`config.mk`:
```
export PLATFORM = sky130hd
export DESIGN_NAME = ahb_burst_addr_gen
export DESIGN_NICKNAME = d
export VERILOG_FILES = /design/src/rtl/ahb3lite_pkg.sv /design/src/rtl/ahb_addr_step.sv /design/src/rtl/ahb_burst_addr_gen.sv
export SDC_FILE = /design/constraint.sdc
export NUM_CORES = 1
export LEC_CHECK = 0
export ABC_AREA = 1
export CORE_MARGIN = 2
export CORE_UTILIZATION = 58
export CTS_CLUSTER_SIZE = 25
export DETAILED_ROUTE_END_ITERATION = 7
export PLACE_DENSITY = 0.87
export SYNTH_ARGS = -nofsm -noshare
export SYNTH_HDL_FRONTEND = slang
export SYNTH_HIERARCHICAL = 1
export SYNTH_SLANG_ARGS = --single-unit
export TNS_END_PERCENT = 100
```
`constraint.sdc`:
```
create_clock -name HCLK -period 4.6 [get_ports HCLK]
set_input_delay 1.15 -clock HCLK [delete_from_list [all_inputs] [get_ports HCLK]]
set_output_delay 1.15 -clock HCLK [all_outputs]
set_load 0.01 [all_outputs]
```
`src/rtl/ahb3lite_pkg.sv`:
```
// ahb3lite_pkg: shared AHB-Lite encodings and helpers for the burst address generator.
//   - HTRANS / HBURST encodings
//   - burst_state_t : FSM states of the burst generator
//   - burst_beats() : beat count of a burst type
//   - max_size()    : largest legal HSIZE for a given bus data width
//   - burst_is_wrap() / burst_is_incr() : burst classification
package ahb3lite_pkg;

    localparam logic [1:0] HTRANS_IDLE   = 2'b00;
    localparam logic [1:0] HTRANS_BUSY   = 2'b01;
    localparam logic [1:0] HTRANS_NONSEQ = 2'b10;
    localparam logic [1:0] HTRANS_SEQ    = 2'b11;

    localparam logic [2:0] HBURST_SINGLE = 3'd0;
    localparam logic [2:0] HBURST_INCR   = 3'd1;
    localparam logic [2:0] HBURST_WRAP4  = 3'd2;
    localparam logic [2:0] HBURST_INCR4  = 3'd3;
    localparam logic [2:0] HBURST_WRAP8  = 3'd4;
    localparam logic [2:0] HBURST_INCR8  = 3'd5;
    localparam logic [2:0] HBURST_WRAP16 = 3'd6;
    localparam logic [2:0] HBURST_INCR16 = 3'd7;

    typedef enum logic [2:0] {
        BS_IDLE,
        BS_ADDR,
        BS_BUSY,
        BS_LAST,
        BS_ERR
    } burst_state_t;

    function automatic int unsigned burst_beats(input logic [2:0] hburst, input int unsigned incr_len);
        int unsigned n;
        case (hburst)
            HBURST_SINGLE:              n = 1;
            HBURST_INCR:                n = (incr_len == 0) ? 1 : incr_len;
            HBURST_WRAP4, HBURST_INCR4: n = 4;
            HBURST_WRAP8, HBURST_INCR8: n = 8;
            default:                    n = 16;
        endcase
        return n;
    endfunction

    function automatic int unsigned max_size(input int unsigned data_w);
        return $clog2(data_w / 8);
    endfunction

    function automatic logic burst_is_wrap(input logic [2:0] hburst);
        return (hburst != HBURST_SINGLE) && !hburst[0];
    endfunction

    // INCR, INCR4, INCR8, INCR16 all have an odd encoding.
    function automatic logic burst_is_incr(input logic [2:0] hburst);
        return hburst[0];
    endfunction

endpackage

```
`src/rtl/ahb_addr_step.sv`:
```
// ahb_addr_step: combinational next-beat address for an AHB burst.
// Ports:
//   i_addr     current beat address
//   i_size     HSIZE of the burst (step = 1 << size)
//   i_burst    HBURST of the burst (selects incrementing or wrapping)
//   i_beats    beat count of the burst (sets the wrap block size)
//   o_next     address of the following beat
//   o_kb_cross incrementing step lands on a 1 KB boundary
module ahb_addr_step
    import ahb3lite_pkg::*;
#(
    parameter int ADDR_W = 16,
    parameter int CNT_W  = 5
) (
    input  logic [ADDR_W-1:0] i_addr,
    input  logic [2:0]        i_size,
    input  logic [2:0]        i_burst,
    input  logic [CNT_W-1:0]  i_beats,
    output logic [ADDR_W-1:0] o_next,
    output logic              o_kb_cross
);

    logic [ADDR_W-1:0] w_step;
    logic [ADDR_W-1:0] w_inc;
    logic [ADDR_W-1:0] w_mask;

    always_comb begin
        w_step = ADDR_W'(1) << i_size;
        w_inc  = i_addr + w_step;
        // Wrap block is beats*step bytes; both are powers of two so the mask is a simple decrement.
        w_mask = (ADDR_W'(i_beats) << i_size) - ADDR_W'(1);
        if (burst_is_wrap(i_burst)) begin
            o_next = (i_addr & ~w_mask) | (w_inc & w_mask);
        end else begin
            o_next = w_inc;
        end
        o_kb_cross = burst_is_incr(i_burst) && (w_inc[9:0] == 10'd0);
    end

endmodule

```
`src/rtl/ahb_burst_addr_gen.sv`:
```
// ahb_burst_addr_gen: AHB-Lite master-side burst address/control generator.
// Handles SINGLE, INCR (length incr_len), INCR4/8/16 and WRAP4/8/16 at any legal HSIZE,
// honours HREADY wait states and ERROR responses, and inserts BUSY on busy_req.
// Optional build macro: KB_BOUNDARY_EN -- incrementing beats that land on a 1 KB
// boundary are re-issued as NONSEQ with HBURST forced to INCR.
// Ports:
//   HCLK, HRESET        clock, synchronous active-high reset
//   start, start_addr   burst request and first-beat address (taken only while rdy=1)
//   burst, size, write  HBURST / HSIZE / HWRITE of the request
//   incr_len            beat count for HBURST_INCR (0 means 1)
//   busy_req            insert a BUSY cycle before the next SEQ beat
//   HREADY, HRESP       slave handshake
//   HADDR, HTRANS, HBURST, HSIZE, HWRITE   address-phase outputs
//   rdy                 idle and able to accept start
//   done                pulse: final data phase completed OK
//   err                 pulse: ERROR response or illegal request
//   beat_idx            index of the beat in its address phase
module ahb_burst_addr_gen
    import ahb3lite_pkg::*;
#(
    parameter int ADDR_W = 16,
    parameter int DATA_W = 32,
    parameter int LEN_W  = 5
) (
    input  logic              HCLK,
    input  logic              HRESET,
    input  logic              start,
    input  logic [ADDR_W-1:0] start_addr,
    input  logic [2:0]        burst,
    input  logic [2:0]        size,
    input  logic              write,
    input  logic [LEN_W-1:0]  incr_len,
    input  logic              busy_req,
    input  logic              HREADY,
    input  logic              HRESP,
    output logic [ADDR_W-1:0] HADDR,
    output logic [1:0]        HTRANS,
    output logic [2:0]        HBURST,
    output logic [2:0]        HSIZE,
    output logic              HWRITE,
    output logic              rdy,
    output logic              done,
    output logic              err,
    output logic [LEN_W-1:0]  beat_idx
);

    // Counter must hold 16 beats even if incr_len is narrow.
    localparam int         CNT_W  = (LEN_W > 5) ? LEN_W : 5;
    localparam logic [2:0] MAX_SZ = 3'(max_size(DATA_W));

    burst_state_t      r_state;
    burst_state_t      w_next_state;
    logic [ADDR_W-1:0] r_addr;
    logic [2:0]        r_burst;
    logic [2:0]        r_size;
    logic              r_write;
    logic [CNT_W-1:0]  r_beats;
    logic [CNT_W-1:0]  r_idx;
    logic              r_nonseq;
    logic              r_req_err;

    logic [ADDR_W-1:0] w_align_mask;
    logic              w_req_legal;
    logic              w_accept;
    logic              w_advance;
    logic              w_last_beat;
    logic [ADDR_W-1:0] w_next_addr;
    logic              w_kb_cross;

    ahb_addr_step #(
        .ADDR_W (ADDR_W),
        .CNT_W  (CNT_W)
    ) u_step (
        .i_addr     (r_addr),
        .i_size     (r_size),
        .i_burst    (r_burst),
        .i_beats    (r_beats),
        .o_next     (w_next_addr),
        .o_kb_cross (w_kb_cross)
    );

`ifndef KB_BOUNDARY_EN
    logic w_unused_kb;
    assign w_unused_kb = w_kb_cross;
`endif

    assign w_align_mask = (ADDR_W'(1) << size) - ADDR_W'(1);
    assign w_req_legal  = (size <= MAX_SZ) && ((start_addr & w_align_mask) == '0);
    assign w_accept     = (r_state == BS_IDLE) && start && w_req_legal;
    assign w_last_beat  = (r_idx == r_beats - CNT_W'(1));

    always_ff @(posedge HCLK) begin
        if (HRESET) begin
            r_state <= BS_IDLE;
        end else begin
            r_state <= w_next_state;
        end
    end

    always_comb begin
        w_next_state = r_state;
        w_advance    = 1'b0;
        HTRANS       = HTRANS_IDLE;
        rdy          = 1'b0;
        done         = 1'b0;
        err          = r_req_err;
        case (r_state)
            BS_IDLE: begin
                rdy = 1'b1;
                if (w_accept) begin
                    w_next_state = BS_ADDR;
                end
            end
            BS_ADDR: begin
                HTRANS = r_nonseq ? HTRANS_NONSEQ : HTRANS_SEQ;
                if (HREADY) begin
                    if (w_last_beat) begin
                        w_next_state = BS_LAST;
                    end else begin
                        w_advance    = 1'b1;
                        w_next_state = busy_req ? BS_BUSY : BS_ADDR;
                    end
                end
            end
            BS_BUSY: begin
                HTRANS = HTRANS_BUSY;
                if (HREADY && !busy_req) begin
                    w_next_state = BS_ADDR;
                end
            end
            BS_LAST: begin
                if (HREADY) begin
                    done         = !HRESP;
                    w_next_state = BS_IDLE;
                end
            end
            BS_ERR: begin
                err          = 1'b1;
                w_next_state = BS_IDLE;
            end
            default: begin
                w_next_state = BS_IDLE;
            end
        endcase
        // First cycle of a two-cycle ERROR: cancel the rest of the burst.
        // IDLE has no outstanding data phase, so the response is ignored there.
        if ((r_state != BS_IDLE) && (r_state != BS_ERR) && !HREADY && HRESP) begin
            w_next_state = BS_ERR;
            w_advance    = 1'b0;
        end
    end

    always_ff @(posedge HCLK) begin
        if (HRESET) begin
            r_addr    <= '0;
            r_burst   <= HBURST_SINGLE;
            r_size    <= '0;
            r_write   <= 1'b0;
            r_beats   <= '0;
            r_idx     <= '0;
            r_nonseq  <= 1'b0;
            r_req_err <= 1'b0;
        end else begin
            r_req_err <= (r_state == BS_IDLE) && start && !w_req_legal;
            if (w_accept) begin
                r_addr   <= start_addr;
                r_burst  <= burst;
                r_size   <= size;
                r_write  <= write;
                r_beats  <= CNT_W'(burst_beats(burst, 32'(incr_len)));
                r_idx    <= '0;
                r_nonseq <= 1'b1;
            end else if (w_advance) begin
                r_addr   <= w_next_addr;
                r_idx    <= r_idx + CNT_W'(1);
                r_nonseq <= 1'b0;
`ifdef KB_BOUNDARY_EN
                // Slaves may not see a burst across 1 KB; restart it as an undefined-length INCR.
                if (w_kb_cross) begin
                    r_nonseq <= 1'b1;
                    r_burst  <= HBURST_INCR;
                end
`endif
            end
        end
    end

    assign HADDR    = r_addr;
    assign HBURST   = r_burst;
    assign HSIZE    = r_size;
    assign HWRITE   = r_write;
    assign beat_idx = r_idx[LEN_W-1:0];

endmodule

```
==> results of run 1 <==
critical path, delay by kind of cell:
kind | cells | cell delay [ps]
and+or+nand+nor | 1 | 240
buffers and inverters | 3 | 1120
final cells by class:
| class | instances | area [um2] | area share |
|---|---|---|---|
| repair buffers | 66 | 661 | 0.153 |
| multi-input cells | 430 | 2400 | 0.555 |
| clock inverters | 3 | 68.8 | 0.0159 |
| clock buffers | 5 | 68.8 | 0.0159 |
| flip-flops and latches | 38 | 761 | 0.176 |
| inverters | 70 | 272 | 0.0628 |
| well taps | 75 | 93.8 | 0.0217 |
layer usage:
metal	global-route usage	vias up	wire, um
met5	0	-	0
met4	0.0667	0	127
met3	0.0620	16	683
met2	0.467	154	4300
met1	0.397	1745	4220
li1	-	1891	-
final timing paths:
check,startpoint,slack (ps),cells past startpoint,endpoint
worst min-delay path,HWRITE,470,2,HWRITE
worst min register to register,HWRITE,470,2,HWRITE
worst max-delay path,HREADY,950,4,done
worst max register to register,HSIZE[1],1580,15,HADDR[14]
through the flow:
stage / cells / total power (W)
after floorplan: 553 / 0.000755
after global placement: 679 / 0.000931
after detailed placement: 679 / 0.000941
after CTS: 687 / 0.00129
after global routing: 687 / 0.00138
final: 687 / 0.00129
cell usage in the layout (no fill, tap or decap), types with 8 or more instances in the layout:
| cell type | instances |
|---|---|
| a21oi_1 | 27 |
| a21oi_2 | 8 |
| clkdlybuf4s50_1 | 66 |
| dfxtp_1 | 38 |
| ha_1 | 13 |
| inv_1 | 60 |
| inv_2 | 8 |
| nand2_1 | 154 |
| nand2_2 | 14 |
| nand3_1 | 42 |
| nand3_2 | 12 |
| nor2_1 | 46 |
| nor2_2 | 9 |
| nor3_1 | 10 |
| o21ai_0 | 20 |
| xnor2_1 | 9 |
| xor2_1 | 11 |
sequential cells by signal (all words and copies together), names as in the netlist:
| register | count |
|---|---|
| r_req_err | 1 |
| HADDR | 16 |
| HSIZE | 3 |
| HWRITE | 1 |
| r_nonseq | 1 |
| HBURST | 3 |
| beat_idx | 5 |
| r_state | 3 |
| r_beats | 5 |
where the power goes:
group	internal, W	leakage (nW)	switching [W]
clock network	0.000217	0.0683	0.000130
logic	0.000234	1.64	0.000284
registers	0.000372	0.308	0.0000538
total	0.000823	2.01	0.000467
==> results.txt, run 1 <==
Status: completed
# port buffers: 66
Die height: 82.2 um
Syn_area_per_cell: 6.41 um2
Worst setup margin: 945 ps
Leakage power: 2.01 nW
Die area: 0.00676 mm2
All-layer global routing usage: 0.290
Slew @ Worst Pin: 669 ps
Layout cells sized above 1: 0.137
Final Util: 0.730
Number of max-cap violations: 0
Max Clk Rate: 0.274 GHz
CTS sink cnt: 38
Crit-path slowest cell: clkdlybuf4s50_1
Total grt overflow: 0
Via count: 3806
Final Critical Period: 3650 ps
Residual DRC: 0
Final Cycle Share: 0.794
Cts repair resizes: 0
Clk slew on worst S/H paths: 80 ps
Initial Util: 0.599
Wire length of the first global-routing pass: 15300 um
Synth warn: 6
DRT iter0 DRCs: 355
Min Hold Slack: 472 ps
RSZ-0062 raised after global routing: false
Post-CTS Setup Bufs: 0
Latest clock arrival within the worst-skew pair: 290 ps
CP cell instances: clkdlybuf4s50_1 > inv_1 > nor4_1 > clkdlybuf4s50_1
Root buf cell: clkbuf_8
# IOs: 67
# nets final: 659
CTS buffer count: 5
CP peak stage delay: 580 ps
Final Setup Violations: 0
Final Hold Fails: 0
H-tree Lvls: 2
Slew Viols, Final: 0
Area growth syn-to-layout: 21.8%
FILL cells: 517
Max clock buf depth: 2
Core Rows: 28
Diode count: 0
Data arrival, critical path: 2500 ps
Worst Path Max Fanout: 6
CTS tree: yes
Worst Skew: 2.07 ps
DRT Pass-1 Iters: 6
WS Path Type: in -> out
Setup crit start kind: input pin
Worst EP required: 3450 ps
Die width: 82.2 um
Mapped Area: 0.00355 mm2
Final WL: 9340 um
Post-route cell area: 0.00432 mm2
Cells after Synth: 553
Area after DPL: 0.00418 mm2
Vias in the first global route: 3405
HPWL after DPL: 7110 um
Synth Net Count: 601
Setup TNS: 0 ps
Vias per Instance: 5.54
Worst hold path type: reg -> reg
Core Area: 0.00592 mm2
Crit. End Element: output pin
Dpl ws: 844 ps
Peak VDD IR: 304 uV
Cell area power density: 299 mW/mm2
DR WL/cell: 13.6 um
Gpl congestion: 0.955
Rel. slew slack: 0.553
Antenna violations before repair: 0
Hold_buf cts: 0
ANT nets after route: 0
Largest net degree at the start of global routing: 36
CP dominant cell by count: clkdlybuf4s50_1
(Power assumes the default switching activity.)
==> run 2, diff against run 1 <==
- CORE_UTILIZATION: 58 -> 48
- PLACE_DENSITY: 0.87 -> 0.77
- clock period: 4.6 -> 3.1 ns (I/O delays scaled with it)
==> results.txt, run 2 (synthesis results as in run 1) <==
Vias per Instance: 5.26 (was 5.54)
Number of max-cap violations: 0 (unchanged)
Wire length of the first global-routing pass: 16100 um (was 15300 um)
Sw Pwr: 0.000687 W (was 0.000467 W)
Core Area: 0.00721 mm2 (was 0.00592 mm2)
Gate power share: 0.431 (was 0.401)
WS Path Type: in -> out (unchanged)
RSZ-0062 raised after global routing: false (unchanged)
Finished Layout Cells: 721 (was 687)
Rel. slew slack: 0.746 (was 0.553)
Area growth syn-to-layout: 23.8% (was 21.8%)
Leakage power: 2.04 nW (was 2.01 nW)
Top routing layer used: met4 (unchanged)
Post-Route M1 WL: 4580 um (was 4220 um)
Internal power: 0.00108 W (was 0.000823 W)
Worst Path Max Fanout: 6 (unchanged)
Worst EP required: 2320 ps (was 3450 ps)
Final WL: 9510 um (was 9340 um)
Max Clk Rate: 0.342 GHz
Die width: 90.0 um (was 82.2 um)
Setup TNS: 0 ps (unchanged)
Max clock buf depth: 2 (unchanged)
CTS buffer count: 5 (unchanged)
CTS sink cnt: 38 (unchanged)
Status: completed (unchanged)
# nets final: 669 (was 659)
All-layer global routing usage: 0.237 (was 0.290)
Slew @ Worst Pin: 377 ps (was 669 ps)
Sequential share of power: 0.358 (was 0.330)
Diode count: 0 (unchanged)
HPWL after DPL: 7480 um (was 7110 um)
Placed insts: 713 (was 679)
Peak VDD IR: 279 uV (was 304 uV)
Clk slew on worst S/H paths: 80 ps (about the same)
Wire length on met3: 476 um (was 683 um)
Gpl congestion: 0.967 (was 0.955)
Vias in the first global route: 3597 (was 3405)
Clk network pwr share: 0.210 (was 0.269)
# IOs: 67 (unchanged)
Worst Skew: 3.60 ps (was 2.07 ps)
CP cell instances: clkdlybuf4s50_1 > inv_1 > nor4_1 > clkdlybuf4s50_1 (unchanged)
Most common cell after layout, fill and taps aside: nand2_1 (unchanged)
FILL cells: 704 (was 517)
# port buffers: 66 (unchanged)
Met2 WL: 4340 um (was 4300 um)
CP peak stage delay: 580 ps (about the same)
Final Setup Violations: 0 (unchanged)
Crit-path slowest cell: clkdlybuf4s50_1 (unchanged)
Hold_buf cts: 0 (unchanged)
Worst hold path type: reg -> reg (unchanged)
CTS tree: yes (unchanged)
Via count: 3795 (was 3806)
Residual DRC: 0 (unchanged)
Antenna violations before repair: 0 (unchanged)
Final Cycle Share: 0.942
Crit. End Element: output pin (unchanged)
Die height: 90.0 um (was 82.2 um)
Setup crit start kind: input pin (unchanged)
Root buf cell: clkbuf_8 (unchanged)
Most frequent cells in the layout: nand2_1 (154), clkdlybuf4s50_1 (66), inv_1 (60) (unchanged)
Max reg flops: 16 (unchanged)
DR WL/cell: 13.2 um (was 13.6 um)
Cell area power density: 403 mW/mm2 (was 299 mW/mm2)
Final Critical Period: 2920 ps
Final Hold Fails: 0 (unchanged)
Die area: 0.00809 mm2 (was 0.00676 mm2)
CP bufs+invs: 3 (unchanged)
DRT Pass-1 Iters: 5 (was 6)
CP dominant cell by count: clkdlybuf4s50_1 (unchanged)
Final Util: 0.609 (was 0.730)
ANT nets after route: 0 (unchanged)
DRT iter0 DRCs: 246 (was 355)
Layout cells sized above 1: 0.154 (was 0.137)
H-tree Lvls: 2 (unchanged)
Sw frac: 0.388 (was 0.362)
Data arrival, critical path: 2150 ps (was 2500 ps)
Total grt overflow: 0 (unchanged)
Slew Viols, Final: 0 (unchanged)
Largest net degree at the start of global routing: 24 (was 36)
Latest clock arrival within the worst-skew pair: 300 ps (was 290 ps)
Core Rows: 31 (was 28)
Crit path max-delay family: buffers and inverters (unchanged)
Initial Util: 0.492 (was 0.599)
## run 2: changes by cell type in the layout (fill, tap and decap cells not counted), sizes merged
cell / delta
bufinv: -2
clkbuf: +1
clkinvlp: +1
buf: +10
## run 2: what timing repair did
item,4_1_cts,5_1_grt
gates resized for setup,0,3
endpoints found under the setup margin,0,5
buffers inserted,0,0
## run 2: metal layers
layer / GRT usage / up-vias
met4: 0.0692 / 0
met1: 0.329 / 1741
met5: 0 / -
li1: - / 1924
met2: 0.389 / 121
met3: 0.0268 / 9
## run 2: worst paths after layout
path | start | to | slack, ps | cells after the start
max | HREADY | done | 180 | 4
min | HWRITE | HWRITE | 480 | 2
max reg2reg | HSIZE[1] | HADDR[14] | 330 | 17
min reg2reg | HWRITE | HWRITE | 480 | 2
## run 2: power groups by stage
stage,sequential [W],clock (W),combinational (W)
floorplan,0.000643,0,0.000477
CTS,0.000633,0.000374,0.000763
global placement,0.000641,0,0.000740
global route,0.000646,0.000396,0.000848
detailed placement,0.000643,0,0.000757
finish,0.000634,0.000372,0.000764
## run 2: final cells by class
type / instances / area [um2] / area share
Clock inverter: 2 / 12.5 / 0.00285
Multi-Input combinational cell: 430 / 2400 / 0.547
Sequential cell: 38 / 762 / 0.174
Inverter: 70 / 272 / 0.0618
Tap cell: 99 / 124 / 0.0282
Clock buffer: 6 / 82.6 / 0.0188
Timing Repair Buffer: 76 / 736 / 0.168
## run 2: worst register-to-register path, cell delays in order (launching register included)
cell and delay (ps):
dfxtp_1 400, buf_4 210, nor2_2 150, inv_1 80, nor2_1 250, fa_1 270
nand3_1 90, nand2_1 110, a21oi_1 110, o21ai_1 250, nand3_1 170, nor2_1 120
nand2_1 80, xnor2_1 150, nand2_1 70, nand2_1 70, inv_1 40, a21oi_2 100
## run 2: per-stage QoR
step / power, W / hold WS [ps] / setup slack [ps] / cell area [um2]
finish: 0.00177 / 478 / 179 / 4390
global route: 0.00189 / 510 / 11.5 / 4390
CTS: 0.00177 / 482 / 167 / 4380
detailed placement: 0.00140 / 469 / 43.0 / 4290
global placement: 0.00138 / 460 / 149 / 4290
floorplan: 0.00112 / 444 / 713 / 3550
